$ cat config.mk
export PLATFORM = sky130hd
export DESIGN_NAME = pid_term_sequencer
export DESIGN_NICKNAME = d
export VERILOG_FILES = /design/src/rtl/pid_pkg.sv /design/src/rtl/pid_term_sequencer_mult.sv /design/src/rtl/pid_term_sequencer.sv
export SDC_FILE = /design/constraint.sdc
export NUM_CORES = 1
export LEC_CHECK = 0
export BUFFER_PORTS_ARGS = -buffer_cell sky130_fd_sc_hd__buf_2
export CORE_ASPECT_RATIO = 1.2
export CORE_MARGIN = 2
export CORE_UTILIZATION = 55
export DETAILED_ROUTE_END_ITERATION = 10
export PLACE_DENSITY = 0.76
export SLEW_MARGIN = 20
export SYNTH_ARGS = -nofsm -noshare
export SYNTH_HDL_FRONTEND = slang
export SYNTH_SLANG_ARGS = --single-unit
$ cat constraint.sdc
create_clock -name clk -period 2.8 [get_ports clk]
set_clock_uncertainty 0.05 [all_clocks]
set_input_delay 0.42 -clock clk [delete_from_list [all_inputs] [get_ports clk]]
set_output_delay 0.42 -clock clk [all_outputs]
set_load 0.01 [all_outputs]
$ cat src/rtl/pid_pkg.sv
// pid_pkg: shared widths, saturation limits, sequencer states and the W-bit clip helper.
package pid_pkg;
  localparam int W = 6;
  localparam int ACC_W = 13;
  localparam int SAT_MAX = 31;
  localparam int SAT_MIN = -32;
  typedef enum logic [2:0] {IDLE, MUL_P, MUL_I, MUL_D, SUM} state_t;
  function automatic logic signed [W-1:0] sat(input logic signed [ACC_W-1:0] v);
    int x;
    x = int'(v);
    return (x > SAT_MAX) ? W'(SAT_MAX) : (x < SAT_MIN) ? W'(SAT_MIN) : W'(x);
  endfunction
endpackage

$ cat src/rtl/pid_term_sequencer_mult.sv
// sat_serial_mult: serial multiply by repeated addition of a, b times; done one cycle after the count drains.
module sat_serial_mult
  import pid_pkg::*;
(
  input  logic                clk,
  input  logic                rst_n,
  input  logic                ena,
  input  logic                start,
  input  logic signed [W-1:0] a,
  input  logic        [W-1:0] b,
  output logic                done,
  output logic signed [W-1:0] prod
);
  logic signed [ACC_W-1:0] acc;
  logic signed [W-1:0] a_r;
  logic [W-1:0] cnt;
  logic run;
  always_ff @(posedge clk)
    if (!rst_n) begin
      acc <= '0;
      a_r <= '0;
      cnt <= '0;
      run <= 1'b0;
    end else if (ena) begin
      if (start) begin
        acc <= '0;
        a_r <= a;
        cnt <= b;
        run <= 1'b1;
      end else if (run) begin
        if (cnt == '0) run <= 1'b0;
        else begin
          acc <= acc + ACC_W'(a_r);
          cnt <= cnt - 1'b1;
        end
      end
    end
  assign done = run && cnt == '0;
  assign prod = sat(acc);
endmodule

$ cat src/rtl/pid_term_sequencer.sv
// pid_term_sequencer: computes P, I and D terms back-to-back on one serial multiplier and sums them with saturation.
module pid_term_sequencer
  import pid_pkg::*;
(
  input  logic                clk,
  input  logic                rst_n,
  input  logic                ena,
  input  logic                sample_valid,
  input  logic signed [W-1:0] err,
  input  logic        [W-1:0] kp,
  input  logic        [W-1:0] ki,
  input  logic        [W-1:0] kd,
  output logic                busy,
  output logic                out_valid,
  output logic signed [W-1:0] u,
  output logic                overrun
);
  state_t state;
  logic signed [W-1:0] e_r, integral, d_r, prev_err, p_r, i_r, dp_r;
  logic [W-1:0] kp_r, ki_r, kd_r;
  logic start_r, ov_r;
  logic mul_start, mul_done;
  logic signed [W-1:0] mul_a, mul_prod;
  logic [W-1:0] mul_b;
  logic signed [ACC_W-1:0] sum;
  // P is launched from the accept register; I and D launch in the cycle the previous term completes
  always_comb begin
    mul_start = start_r | (mul_done & (state == MUL_P | state == MUL_I));
    mul_a = start_r ? e_r : state == MUL_P ? integral : d_r;
    mul_b = start_r ? kp_r : state == MUL_P ? ki_r : kd_r;
    sum = ACC_W'(p_r) + ACC_W'(i_r) + ACC_W'(dp_r);
  end
  sat_serial_mult u_mult (
    .clk(clk),
    .rst_n(rst_n),
    .ena(ena),
    .start(mul_start),
    .a(mul_a),
    .b(mul_b),
    .done(mul_done),
    .prod(mul_prod)
  );
  always_ff @(posedge clk)
    if (!rst_n) begin
      state <= IDLE;
      e_r <= '0;
      integral <= '0;
      d_r <= '0;
      prev_err <= '0;
      p_r <= '0;
      i_r <= '0;
      dp_r <= '0;
      kp_r <= '0;
      ki_r <= '0;
      kd_r <= '0;
      start_r <= 1'b0;
      ov_r <= 1'b0;
      busy <= 1'b0;
      u <= '0;
      overrun <= 1'b0;
    end else if (ena) begin
      start_r <= 1'b0;
      if (sample_valid && busy) overrun <= 1'b1;
      case (state)
        IDLE:
          if (busy) begin
            busy <= 1'b0;
            ov_r <= 1'b0;
          end else if (sample_valid) begin
            e_r <= err;
            kp_r <= kp;
            ki_r <= ki;
            kd_r <= kd;
            integral <= sat(ACC_W'(integral) + ACC_W'(err));
            d_r <= sat(ACC_W'(err) - ACC_W'(prev_err));
            prev_err <= err;
            busy <= 1'b1;
            start_r <= 1'b1;
            state <= MUL_P;
          end
        MUL_P:
          if (mul_done) begin
            p_r <= mul_prod;
            state <= MUL_I;
          end
        MUL_I:
          if (mul_done) begin
            i_r <= mul_prod;
            state <= MUL_D;
          end
        MUL_D:
          if (mul_done) begin
            dp_r <= mul_prod;
            state <= SUM;
          end
        SUM: begin
          u <= sat(sum);
          ov_r <= 1'b1;
          state <= IDLE;
        end
        default: state <= IDLE;
      endcase
    end
  assign out_valid = ov_r & ena;
endmodule

==> impl_results.md <==
* N_diodes at 0
* Post-synthesis net count at 709
* Post-Route WL at 12.2 mm
* CP peak stage delay at 530 ps
* P&R area growth vs syn at 10.6%
* Sequential Power Share at 0.459
* Worst path slowest cell: fa_1
* Fin nets at 738
* Initial DRT Pass Iterations at 4
* Clock network fraction of design power at 0.395
* Startpoint Class: flip-flop
* Iteration-0 DRC Markers at slightly below 200
* Total number of vias at around 4700
* Pwr dens at 491 nW/um^2
* Cell family with most CP delay: compound AO/OA/AOI/OAI gates
* Gr ovfl total at 0
* Pin count of the biggest net entering global routing at 50
* Root Buffer: clkbuf_16
* Routed len/inst at 15.3 microns
* Outcome: complete, but fails checks
* GPL Wtd Cong at just over 0.9
* TritonCTS clock tree: done
* Layout cells sized above 1 at 0.143
* First-pass GRT wire length at ~21 mm
* Dpl hpwl at just under 9 mm
* Die area at between 10000 and 15000 sq um
* Worst-path cell chain: inv_2, fa_1, inv_1, ha_2, fa_2, a21o_1, a21oi_4, o221ai_2, a311o_1, o31a_1, o221a_2
* CTS Hold Buffers Added at 0
* Ys flop type: dfxtp_1
* Met1 Use GR at 0.290
* GRT Resource Usage Total at 0.237
* Buf+Inv Stages, Crit Path at 2
* Total power at 3.07 mW
* Yosys top cell area share at 0.329
* Fmax at about 350 MHz
* Cell leakage power at approximately 2.7 nW
* Htree depth at 3
* Synth area leaders: dfxtp_1 33%, ha_1 7.1%, mux2i_1 5.7%, nand2_1 5.1%, nor2b_1 4.0%
* Worst EP required at 2990 ps
* Worst-Margin Slew at 638 ps
* Initial antenna violation count at 0
* FFs w/ async S/R, synth at 0
* HP Class: in -> reg
* Met2 Track Usage GR at 0.416
* Internal power at ~2.3 mW
* Failing checks: negative setup slack
* Final worst setup slack at -72.3 ps
* Post-synthesis cell type count at 70
* Skew-Pair Late Insertion Delay at between 300 and 400 ps
* Placeable Area at 10000 sq um
* Combinational power share at 0.146
* Crit path time final at 2870 ps
* Final Cycle Share at 1.03
* RSZ-0062 raised after global routing: true
* Number of global-route vias before repair at ~4500
* Setup-failing EPs final at 4
* Global Route met3 Usage at 0.0393
* Psw at between 800 and 900 uW
* # DRC at 0
* Top cells by count, synth: 93 x dfxtp_1, 77 x nand2_1, 36 x nor2b_1
* Net Sw Frac at 0.262
* Max-slew violation count at 0
* Post-synthesis cell count at around 640
* Internal reg-to-reg setup slack at -70 ps
* Design Area, Final at 6250 sq um
* DP Cell Count at 780
* Setup TNS at -282 ps
* Number of max-cap violations at 0
* Clock-pin slew on the worst setup and hold paths at roughly 70 ps
* Width of the die at a little under 100 microns
* Peak supply drop at 0.326 mV
* Dpl cell area at around 5900 sq um
* Seq/Total Area, Yosys at 0.329
* Crit-path max FO at 4
* Most used standard cell by instance count after synthesis: dfxtp_1
* Critical Path End Type: flip-flop
* Max clock buf depth at 2
* Critical path arrival at 3060 ps
* Number of synthesized flops with an enable pin at 0
* Worst slew margin at 0.574
* I/O Buffers at 36
* Post-DRT Antenna Nets at 0
* Synth warnings at 0
* Yosys top cell by area: dfxtp_1
* FF+latch count, synth at 93
* Vias per inst at 5.83
* GRT Max-Usage Layer: met2
* Syn Area/Cell at 8.85 sq um
* Final Hold Vio Count at 0
* I/O Pins at 37
* Die Ht at ~120 microns
* Row count at 40
* CTS sink cnt at 93
* TritonCTS buffer count at 9
* WS Path Type: reg -> reg
* Post-Layout Cell Count at around 800
* Initial Util at 0.565
* Post-Syn Area at 5650 sq um
## metrics by stage
stage | hold slack [ps] | worst slack [ps] | utilization
2_1_floorplan | 380 | -53.2 | -
3_3_place_gp | 398 | -98.9 | 0.592
3_5_place_dp | 396 | -181 | 0.592
4_1_cts | 258 | -75.1 | 0.624
5_1_grt | 262 | -169 | 0.625
6_report | 258 | -72.3 | 0.625
## placed cells by master, fill, tap and decap left out, types with 5 or more instances in the layout
cell type and instances:
nor2b_1 36, a22oi_1 6, xnor2_1 9, dfxtp_1 91
o21a_1 7, and2_1 8, a31oi_1 5, mux2i_1 32
nor2_1 19, nor3_1 5, a21oi_1 22, nand3_1 24
maj3_1 5, o211ai_1 5, nand2_1 77, fa_1 9
nand2b_1 9, ha_1 31, buf_4 15, a21boi_1 19
a21o_1 12, xor2_1 7, inv_1 23, a21boi_0 21
o21ai_0 30, a211oi_1 13, buf_2 36, clkbuf_16 9
## kinds of logic (layout without fill, tap and decap cells)
| kind of cell | after synthesis | in the layout | synth area share |
|---|---|---|---|
| buffers and inverters | 60 | 94 | 0.0498 |
| DFF | 93 | 93 | 0.329 |
| adders and majority gates | 47 | 47 | 0.115 |
| muxes | 32 | 32 | 0.0567 |
| and+or+nand+nor | 215 | 215 | 0.205 |
| xor gates and xnor gates | 16 | 16 | 0.0248 |
| AOI/OAI and AO/OA | 176 | 176 | 0.220 |
## state kept, by name, summed over array words and instances (netlist names), 6 cells and up
signal / count
d_r: 6
dp_r: 6
i_r: 6
integral: 6
kd_r: 6
ki_r: 6
kp_r: 6
p_r: 6
prev_err: 6
u: 6
u_mult.a_r: 6
u_mult.acc: 13
u_mult.cnt: 6
## power groups by stage
stage	logic, mW	clock network [mW]	registers, mW
2_1_floorplan	0.353	0	1.42
3_3_place_gp	0.432	0	1.44
3_5_place_dp	0.448	0	1.44
4_1_cts	0.452	1.23	1.41
5_1_grt	0.504	1.29	1.42
6_report	0.448	1.21	1.41
## repair_timing
action,CTS,global route
setup endpoints to repair,4,4
buffers inserted,2,1
pin swaps,3,0
resized for setup,1,1
## worst reg2reg max path: stages (launching register included)
cell and delay (ps):
dfxtp_2 340, inv_2 40, fa_1 530, inv_1 50, ha_2 190, fa_2 330
a21o_1 200, a21oi_4 190, o221ai_2 130, a311o_1 300, o31a_1 290, o221a_2 140
## worst paths after layout
| path | start | endpoint | cells past startpoint |
|---|---|---|---|
| hold reg to reg | kd_r[5] | kd_r[5] | 2 |
| hold / removal | kd[0] | kd_r[0] | 3 |
| setup reg to reg | p_r[1] | u[3] | 11 |
| setup / recovery | p_r[1] | u[3] | 11 |
## cell type report
type	instances	area, sq um
clock buffers	11	233
multi-input cells	486	3530
fillers	882	3760
well taps	126	158
flip-flops and latches	93	1860
clock inverters	5	58.8
inverters	26	97.6
repair buffers	52	313
## layer usage
metal	wire, microns	part of all wire
met5	0	0
met4	322	0.026
met3	340	0.028
met2	6310	0.52
met1	5220	0.43
Power figures use the tool's default switching activity.
